==> config.mk <==
export PLATFORM = sky130hd
export DESIGN_NAME = dequantser
export DESIGN_NICKNAME = d
export VERILOG_FILES = /design/src/rtl/quant_pkg.sv /design/src/rtl/dequantser_outreg.sv /design/src/rtl/dequantser.sv
export SDC_FILE = /design/constraint.sdc
export NUM_CORES = 1
export LEC_CHECK = 0
export CORE_MARGIN = 4
export CORE_UTILIZATION = 60
export DETAILED_ROUTE_END_ITERATION = 8
export MAX_ROUTING_LAYER = met4
export PLACE_DENSITY = 0.85
export SYNTH_ARGS = -nofsm -noshare
export SYNTH_HDL_FRONTEND = slang
export SYNTH_HIERARCHICAL = 1
export SYNTH_SLANG_ARGS = --single-unit
export TNS_END_PERCENT = 5
==> constraint.sdc <==
create_clock -name clk -period 7 [get_ports clk]
set_input_delay 1.4 -clock clk [delete_from_list [all_inputs] [get_ports clk]]
set_output_delay 1.4 -clock clk [all_outputs]
set_load 0.02 [all_outputs]
==> src/rtl/quant_pkg.sv <==
// Shared quantizer/serializer definitions: word width, counter-width derivation, extension mode.
// Extension mode is selected by DEQUANTSER_SIGNEXT_EN (defined: sign-extend, undefined: zero-extend).
package quant_pkg;

  localparam int BWOUT_DEFAULT = 32;

  typedef enum logic {
    EXT_ZERO = 1'b0,
    EXT_SIGN = 1'b1
  } ext_mode_e;

`ifdef DEQUANTSER_SIGNEXT_EN
  localparam ext_mode_e EXT_MODE = EXT_SIGN;
`else
  localparam ext_mode_e EXT_MODE = EXT_ZERO;
`endif

  // A 1-bit word still needs a 1-bit msbidx port.
  function automatic int bwmsbidx(input int bw);
    return (bw > 1) ? $clog2(bw) : 1;
  endfunction

endpackage

==> src/rtl/dequantser_outreg.sv <==
// Valid/ready output holding register; a word completing while the held one is unaccepted is dropped and flagged.
module dequantser_outreg #(
  parameter int BWOUT = 32
) (
  input  logic             clk,
  input  logic             rst,
  input  logic             clr,
  input  logic             load,
  input  logic [BWOUT-1:0] load_data,
  input  logic             dout_ready,
  output logic [BWOUT-1:0] dout,
  output logic             dout_valid,
  output logic             ovf
);

  logic accept;
  logic room;

  assign accept = dout_valid && dout_ready;
  assign room   = !dout_valid || dout_ready;

  always_ff @(posedge clk or posedge rst) begin
    if (rst) begin
      dout       <= '0;
      dout_valid <= 1'b0;
      ovf        <= 1'b0;
    end else if (clr) begin
      dout       <= '0;
      dout_valid <= 1'b0;
      ovf        <= 1'b0;
    end else if (load && room) begin
      dout       <= load_data;
      dout_valid <= 1'b1;
    end else if (load) begin
      ovf <= 1'b1;
    end else if (accept) begin
      dout_valid <= 1'b0;
    end
  end

endmodule

==> src/rtl/dequantser.sv <==
// Bit-serial (MSB first) to parallel deserializer with per-word precision msbidx+1.
// Completed words are sign-extended when DEQUANTSER_SIGNEXT_EN is defined, else zero-extended.
module dequantser
  import quant_pkg::*;
#(
  parameter int BWOUT    = BWOUT_DEFAULT,
  parameter int BWMSBIDX = bwmsbidx(BWOUT)
) (
  input  logic                clk,
  input  logic                rst,
  input  logic                clr,
  input  logic [BWMSBIDX-1:0] msbidx,
  input  logic                step,
  input  logic                din,
  output logic [BWOUT-1:0]    dout,
  output logic                dout_valid,
  input  logic                dout_ready,
  output logic                busy,
  output logic                ovf
);

  logic [BWOUT-1:0]    sr_reg;
  logic [BWMSBIDX-1:0] cnt_reg;
  logic [BWMSBIDX-1:0] msb_l_reg;
  logic [BWMSBIDX-1:0] msb_eff;
  logic [BWOUT-1:0]    word_raw;
  logic [BWOUT-1:0]    word_ext;
  logic                complete;
  logic                sign_bit;

  // The first bit of a word has not latched msbidx yet, so it is used directly.
  assign msb_eff  = (cnt_reg == '0) ? msbidx : msb_l_reg;
  assign word_raw = {sr_reg[BWOUT-2:0], din};
  assign complete = step && (cnt_reg == msb_eff);
  assign sign_bit = (EXT_MODE == EXT_SIGN) && word_raw[msb_eff];
  assign busy     = (cnt_reg != '0);

  // Bits above the word MSB are replaced, so stale shift-register content never leaks out.
  for (genvar gi = 0; gi < BWOUT; gi++) begin : g_ext
    assign word_ext[gi] = (BWMSBIDX'(gi) <= msb_eff) ? word_raw[gi] : sign_bit;
  end

  always_ff @(posedge clk or posedge rst) begin
    if (rst) begin
      sr_reg    <= '0;
      cnt_reg   <= '0;
      msb_l_reg <= '0;
    end else if (clr) begin
      sr_reg    <= '0;
      cnt_reg   <= '0;
      msb_l_reg <= '0;
    end else if (step) begin
      sr_reg <= word_raw;
      if (cnt_reg == '0) begin
        msb_l_reg <= msbidx;
      end
      cnt_reg <= complete ? '0 : cnt_reg + 1'b1;
    end
  end

  dequantser_outreg #(
    .BWOUT(BWOUT)
  ) u_outreg (
    .clk        (clk),
    .rst        (rst),
    .clr        (clr),
    .load       (complete),
    .load_data  (word_ext),
    .dout_ready (dout_ready),
    .dout       (dout),
    .dout_valid (dout_valid),
    .ovf        (ovf)
  );

endmodule

== Yosys cells after proc, flatten, opt, wreduce, memory -nomap -nowiden ==
Cells that the tools add are included.
Operators by class
  multiplexer cells: 49
  equality and inequality tests: 3
  reduce and logical (&&, ||, !) cells: 13
  $add $sub $neg: 1
  magnitude comparators: 32
Operators with widths (number)
  $le 5x5->1 const A: 16
  $mux 32: 2
  $mux 31: 2
  $le 4x5->1 const A: 8
  $mux 1: 39
  $mux 5: 6
  $le 3x5->1 const A: 4
  $le 1x5->1 const A: 2
  $le 2x5->1 const A: 2
  $reduce_bool 2->1: 3
  $add 5x1->5 const B: 1
  $eq 5x5->1: 1
  $logic_not 5->1: 1
  $reduce_bool 5->1: 1
  $reduce_and 2->1: 2
  $logic_and 1x1->1: 3
  $ne 3x2->1 const B: 1
  $reduce_bool 3->1: 1
  $ne 2x2->1 const B: 1
  $logic_not 1->1: 1
  $logic_or 1x1->1: 1
Storage, ports and cells
  register bits after elaboration: 75
  logic and storage cells: 104
  input port bits: 11

== Depth between registers and ports, before layout ==
  word-level depth: 7
  depth in mapped cells: 11

== Cells and area by module ==
Netlist, hierarchy kept.
Modules (own cells, without submodules)
  dequantser: area an instance 2298.5 µm², cells each 242, times used 1
  dequantser_outreg: area an instance 1712.9 µm², cells each 148, times used 1

== Worst setup path before layout ==
OpenSTA, ideal clock, no wires.
  path type: input to register
  start point: input msbidx[1]
  end point: register u_outreg.dout[0]
  setup slack: 4.023 ns
  path buffers: 2
  data arrival time: 2.897 ns
  stages: 8
  setup time: 0.079 ns
  path through: mux2i_1 -> xnor2_1 -> nor3_1 -> and2_1 -> nor2b_2 -> buf_6 -> buf_12 -> mux2i_1
On the way
  word-level cells in the longest chain between the ends: 5
  elaborated cells between the ends (all ways): 9
  those cells by class: order compare: 1; eq/ne: 1; mux: 4; reduce/logical: 3
Ends and longest elaborated chain
  from (decl): line dequantser.sv:12  | input logic [BWMSBIDX-1:0] msbidx,
  $mux 5
  $eq 5x5->1: line dequantser.sv:34  | assign complete = step && (cnt_reg == msb_eff);
  $logic_and 1x1->1: line dequantser.sv:34
  net complete: line dequantser.sv:28  | logic complete;
  $logic_and 1x1->1: line dequantser_outreg.sv:31  | end else if (load && room) begin
  $reduce_bool 2->1 (no source line)
  to (signal assigned): line dequantser_outreg.sv:32  | dout <= load_data;
  to (decl): line dequantser_outreg.sv:11  | output logic [BWOUT-1:0] dout,
The timed path passes the listed nets, and every way through them passes these cells. The select of a mux whose other input is x is not followed.
A chain may end at the register's enable or synchronous reset.

== Final worst setup path ==
Same ends and word-level chain as after synthesis.

==> flow_summary.html <==
<table>
<tr><th>Metric</th><th>Value</th></tr>
<tr><th colspan="2">STA</th></tr>
<tr><td>Time the final worst path needs with I/O delays and setup</td><td>4670 ps</td></tr>
<tr><td>Worst-margin pin slew</td><td>1200 ps</td></tr>
<tr><td>Final Hold Fails</td><td>0</td></tr>
<tr><td>Peak clock frequency supported by timing</td><td>0.214 GHz</td></tr>
<tr><td>Max Clock Skew</td><td>6.97 ps</td></tr>
<tr><td>Aggregate negative setup slack</td><td>0 ps</td></tr>
<tr><td>Period utilisation layout</td><td>66.7%</td></tr>
<tr><td>Unrepaired setup endpoints after global routing</td><td>false</td></tr>
<tr><td>Worst rel slew slack</td><td>19.6%</td></tr>
<tr><td>Final slew viol count</td><td>0</td></tr>
<tr><td>Final setup violation count</td><td>0</td></tr>
<tr><th colspan="2">Job</th></tr>
<tr><td>MaxCap Viol Count</td><td>0</td></tr>
<tr><th colspan="2">Detailed routing</th></tr>
<tr><td>Iteration-0 DRC Markers</td><td>168</td></tr>
<tr><td>Vias</td><td>2896</td></tr>
<tr><td>Antenna-violating nets left</td><td>0</td></tr>
<tr><td>Per-cell via count in the routed design</td><td>5.76</td></tr>
<tr><td>Final wirelength</td><td>8.62 mm</td></tr>
<tr><td>Router iterations before antenna repair</td><td>4</td></tr>
<tr><td>Routed wire per std cell</td><td>17.1 µm</td></tr>
<tr><td>Total DRC errors in the routed layout</td><td>0</td></tr>
<tr><th colspan="2">Clock tree</th></tr>
<tr><td>Clock transition at path regs</td><td>70 ps</td></tr>
<tr><td>Clock sink count</td><td>75</td></tr>
<tr><td>Number of buffers on the longest clock path</td><td>2</td></tr>
<tr><td>H-tree Lvls</td><td>3</td></tr>
<tr><td>Post-CTS resize count</td><td>0</td></tr>
<tr><td>Source-to-sink clock delay at the later pin of the worst-skew pair</td><td>350 ps</td></tr>
<tr><td>Postcts setup bufs</td><td>0</td></tr>
<tr><td>Root cell of the clock tree</td><td>sky130_fd_sc_hd__clkbuf_8</td></tr>
<tr><td>Num CTS Buffers</td><td>9</td></tr>
<tr><td>Total of hold buffers inserted after clock tree synthesis</td><td>0</td></tr>
<tr><td>Clock tree from TritonCTS</td><td>yes</td></tr>
<tr><th colspan="2">Synth</th></tr>
<tr><td>Post-synthesis area per instance</td><td>10.3 µm²</td></tr>
<tr><td>Cell types with the largest area share after synthesis</td><td>sky130_fd_sc_hd__dfrtp_1 47%, sky130_fd_sc_hd__mux2i_1 17%, sky130_fd_sc_hd__nand2b_1 10%</td></tr>
<tr><td>Count of flip-flops with a built-in enable after synthesis</td><td>0</td></tr>
<tr><td>Primary flip-flop cell chosen by synthesis mapping</td><td>sky130_fd_sc_hd__dfrtp_1</td></tr>
<tr><td>Synth Instances</td><td>390</td></tr>
<tr><td>Netlist cell types</td><td>40</td></tr>
<tr><td>Synth Warn #</td><td>6</td></tr>
<tr><td>Proportion of synthesized flip-flops having asynchronous set or reset</td><td>100%</td></tr>
<tr><td>Post-synthesis instance area</td><td>4010 µm²</td></tr>
<tr><td>Dominant cell type by area after synthesis</td><td>sky130_fd_sc_hd__dfrtp_1</td></tr>
<tr><td>Fraction of the yosys area taken by sequential cells</td><td>46.8%</td></tr>
<tr><td>FF+latch count, synth</td><td>75</td></tr>
<tr><td>Top post-synthesis cells by count</td><td>75 x sky130_fd_sc_hd__dfrtp_1, 68 x sky130_fd_sc_hd__mux2i_1, 65 x sky130_fd_sc_hd__nand2b_1</td></tr>
<tr><td>Net Count, Synth</td><td>403</td></tr>
<tr><td>Most common cell in the synthesized netlist</td><td>sky130_fd_sc_hd__dfrtp_1</td></tr>
<tr><td>Area share of the largest cell type after synthesis</td><td>46.8%</td></tr>
<tr><th colspan="2">Critical path</th></tr>
<tr><td>Worst endpoint required time</td><td>7260 ps</td></tr>
<tr><td>Category of the worst setup path launch point</td><td>input port</td></tr>
<tr><td>Count of buffer and inverter cells on the critical path</td><td>1</td></tr>
<tr><td>Worst setup path startpoint</td><td>msbidx[1]</td></tr>
<tr><td>Endpoint of the lowest-slack register-to-register path</td><td>u_outreg/dout[0]$_DFFE_PP0P_</td></tr>
<tr><td>Data arrival, critical path</td><td>4930 ps</td></tr>
<tr><td>Reg-to-reg slack, setup</td><td>2380 ps</td></tr>
<tr><td>Critical-path cell list</td><td>clkdlybuf4s50_1 -&gt; mux2i_1 -&gt; xnor2_1 -&gt; nor3_1 -&gt; and2_1 -&gt; nor2b_4 -&gt; mux2i_1</td></tr>
<tr><td>Dominant cell type by count on the critical path</td><td>sky130_fd_sc_hd__mux2i_1</td></tr>
<tr><td>Critical path's slowest cell</td><td>sky130_fd_sc_hd__nor2b_4</td></tr>
<tr><td>Instance count on the critical path</td><td>7</td></tr>
<tr><td>Highest fanout seen on the critical path</td><td>32</td></tr>
<tr><td>Endpoint kind of the worst setup timing path</td><td>flip-flop</td></tr>
<tr><td>Slowest cell delay on critical path</td><td>970 ps</td></tr>
<tr><td>Reg-to-reg critical path startpoint</td><td>cnt_reg[0]$_DFFE_PP0P_</td></tr>
<tr><td>Path type of the worst setup path</td><td>in2reg</td></tr>
<tr><td>Crit-path leading delay family</td><td>simple AND/OR/NAND/NOR gates</td></tr>
<tr><td>Cell count of the worst reg-to-reg path</td><td>9</td></tr>
<tr><td>Critical Path End</td><td>u_outreg/dout[0]$_DFFE_PP0P_</td></tr>
<tr><th colspan="2">Worst hold path</th></tr>
<tr><td>Class of the most critical hold timing path</td><td>reg2reg</td></tr>
<tr><th colspan="2">Global route</th></tr>
<tr><td>Global-route wire length before repair</td><td>14.8 mm</td></tr>
<tr><td>Maximum number of pins on one net before global-route repair</td><td>109</td></tr>
<tr><td>Number of global-route vias before repair</td><td>2892</td></tr>
<tr><td>Antenna violations before repair</td><td>0</td></tr>
<tr><td>Aggregate global-route resource usage</td><td>23.1%</td></tr>
<tr><td>Final global-route overflow total</td><td>0</td></tr>
<tr><th colspan="2">Place</th></tr>
<tr><td>DP Wirelength</td><td>5.70 mm</td></tr>
<tr><td>Total instance count after detailed placement</td><td>487</td></tr>
<tr><td>Number of buffers added on ports</td><td>45</td></tr>
<tr><td>Global placer's final weighted congestion</td><td>0.811</td></tr>
<tr><th colspan="2">Floorplan</th></tr>
<tr><td>Placeable core area</td><td>6420 µm²</td></tr>
<tr><td>Count of boundary I/O pins</td><td>46</td></tr>
<tr><td>Overall die width</td><td>89.8 µm</td></tr>
<tr><td>Die outline area</td><td>8060 µm²</td></tr>
<tr><td>Chip Height</td><td>89.8 µm</td></tr>
<tr><td>Initial core utilization</td><td>62.5%</td></tr>
<tr><td>Placement Rows</td><td>29</td></tr>
<tr><th colspan="2">Cells and area</th></tr>
<tr><td>Layout Cells excl Fill</td><td>503</td></tr>
<tr><td>Max reg flops</td><td>32</td></tr>
<tr><td>Core Util, Final</td><td>71.7%</td></tr>
<tr><td>Antenna cells</td><td>0</td></tr>
<tr><td>Number of nets in the finished design</td><td>434</td></tr>
<tr><td>Layout overhead on the synthesized area</td><td>14.8%</td></tr>
<tr><td>Share of cells above drive strength 1</td><td>6.57%</td></tr>
<tr><th colspan="2">Status</th></tr>
<tr><td>Outcome</td><td>finished clean</td></tr>
<tr><th colspan="2">Pwr</th></tr>
<tr><td>Static leakage</td><td>0.00203 µW</td></tr>
<tr><td>NetSw</td><td>288 µW</td></tr>
<tr><td>Sequential Power Share</td><td>46.0%</td></tr>
<tr><td>Internal power</td><td>686 µW</td></tr>
<tr><td>Switching Fraction</td><td>29.6%</td></tr>
<tr><td>Comb power frac</td><td>20.1%</td></tr>
<tr><td>PD cells</td><td>211 nW/µm²</td></tr>
<tr><td>Max VDD drop</td><td>128 µV</td></tr>
<tr><td>Clock group share of total power</td><td>33.8%</td></tr>
</table>
## power by group through the flow
stage	sequential (µW)	combinational (µW)	clock (µW)
3_5_place_dp	457	193	0
2_1_floorplan	455	152	0
5_1_grt	449	215	354
6_report	448	196	329
4_1_cts	448	194	334
3_3_place_gp	456	188	0
## final cells by class
class	instances	area (µm²)
clock inverters	5	52.6
fillers	468	1820
clock buffers	11	141
flip-flops and latches	75	1880
repair buffers	51	485
inverters	8	30.0
well taps	77	96.3
multi-input cells	276	1920
## metal layers
layer | vias to the layer above | global-route usage (%) | routed length [µm]
met1 | 1430 | 32.3 | 4120
li1 | 1371 | - | -
met4 | 0 | 8.17 | 114
met3 | 14 | 3.59 | 380
met2 | 81 | 34.5 | 4000
met5 | - | - | 0
## how the worst min path moves through the flow
stage | start | endpoint | slack [ps] | cells past startpoint
after floorplan | sr_reg[30]$_DFFE_PP0P_ | sr_reg[30]$_DFFE_PP0P_ | 480 | 2
after global placement | u_outreg/ovf$_DFFE_PP0P_ | u_outreg/ovf$_DFFE_PP0P_ | 480 | 2
after detailed placement | u_outreg/ovf$_DFFE_PP0P_ | u_outreg/ovf$_DFFE_PP0P_ | 490 | 2
after CTS | u_outreg/ovf$_DFFE_PP0P_ | u_outreg/ovf$_DFFE_PP0P_ | 510 | 2
after global routing | u_outreg/ovf$_DFFE_PP0P_ | u_outreg/ovf$_DFFE_PP0P_ | 540 | 2
final | u_outreg/ovf$_DFFE_PP0P_ | u_outreg/ovf$_DFFE_PP0P_ | 510 | 2
## kinds of logic (layout without fill, tap and decap cells)
family	after synthesis	after routing	synth area share (%)
simple gates	158	158	21.6
flops	75	75	46.8
mux	69	69	17.2
compound gates	44	44	7.67
buf+inv	39	75	5.40
xor+xnor	3	3	0.655
fa+ha+maj	2	2	0.624
## tightest hold or removal path, stage by stage, from the launching register on
cell and delay (ps):
sky130_fd_sc_hd__dfrtp_1 350, sky130_fd_sc_hd__a21oi_1 40, sky130_fd_sc_hd__nor2_1 80
## layout by cell type (no fill, tap or decap), drive strengths merged, types with 2 or more instances in the layout
cell type,synthesis,routed
xnor2,3,3
and3,11,11
nor3b,3,3
a211oi,5,5
mux2i,68,68
and2,8,8
nor2,48,48
o21a,7,7
nand3,3,3
nand2,10,10
o311ai,2,2
o21ai,8,8
dfrtp,75,75
a221oi,2,2
a21boi,5,5
clkinv,0,3
a2111oi,3,3
clkdlybuf4s50,0,43
buf,10,8
clkbuf,21,11
a21oi,8,8
nor3,5,5
ha,2,2
nor2b,2,2
inv,8,8
nand2b,65,65
## through the flow
stage               hold slack (ps)  power [µW]  instance area [µm²]  setup WS (ps)
floorplan                       478         607                 4010           4020
global placement                477         644                 4410           2270
detailed placement              487         650                 4410           2070
CTS                             507         977                 4610           2440
global route                    545        1020                 4610           2010
finish                          509         974                 4610           2330
No activity file was read; power rests on OpenSTA's default activity.
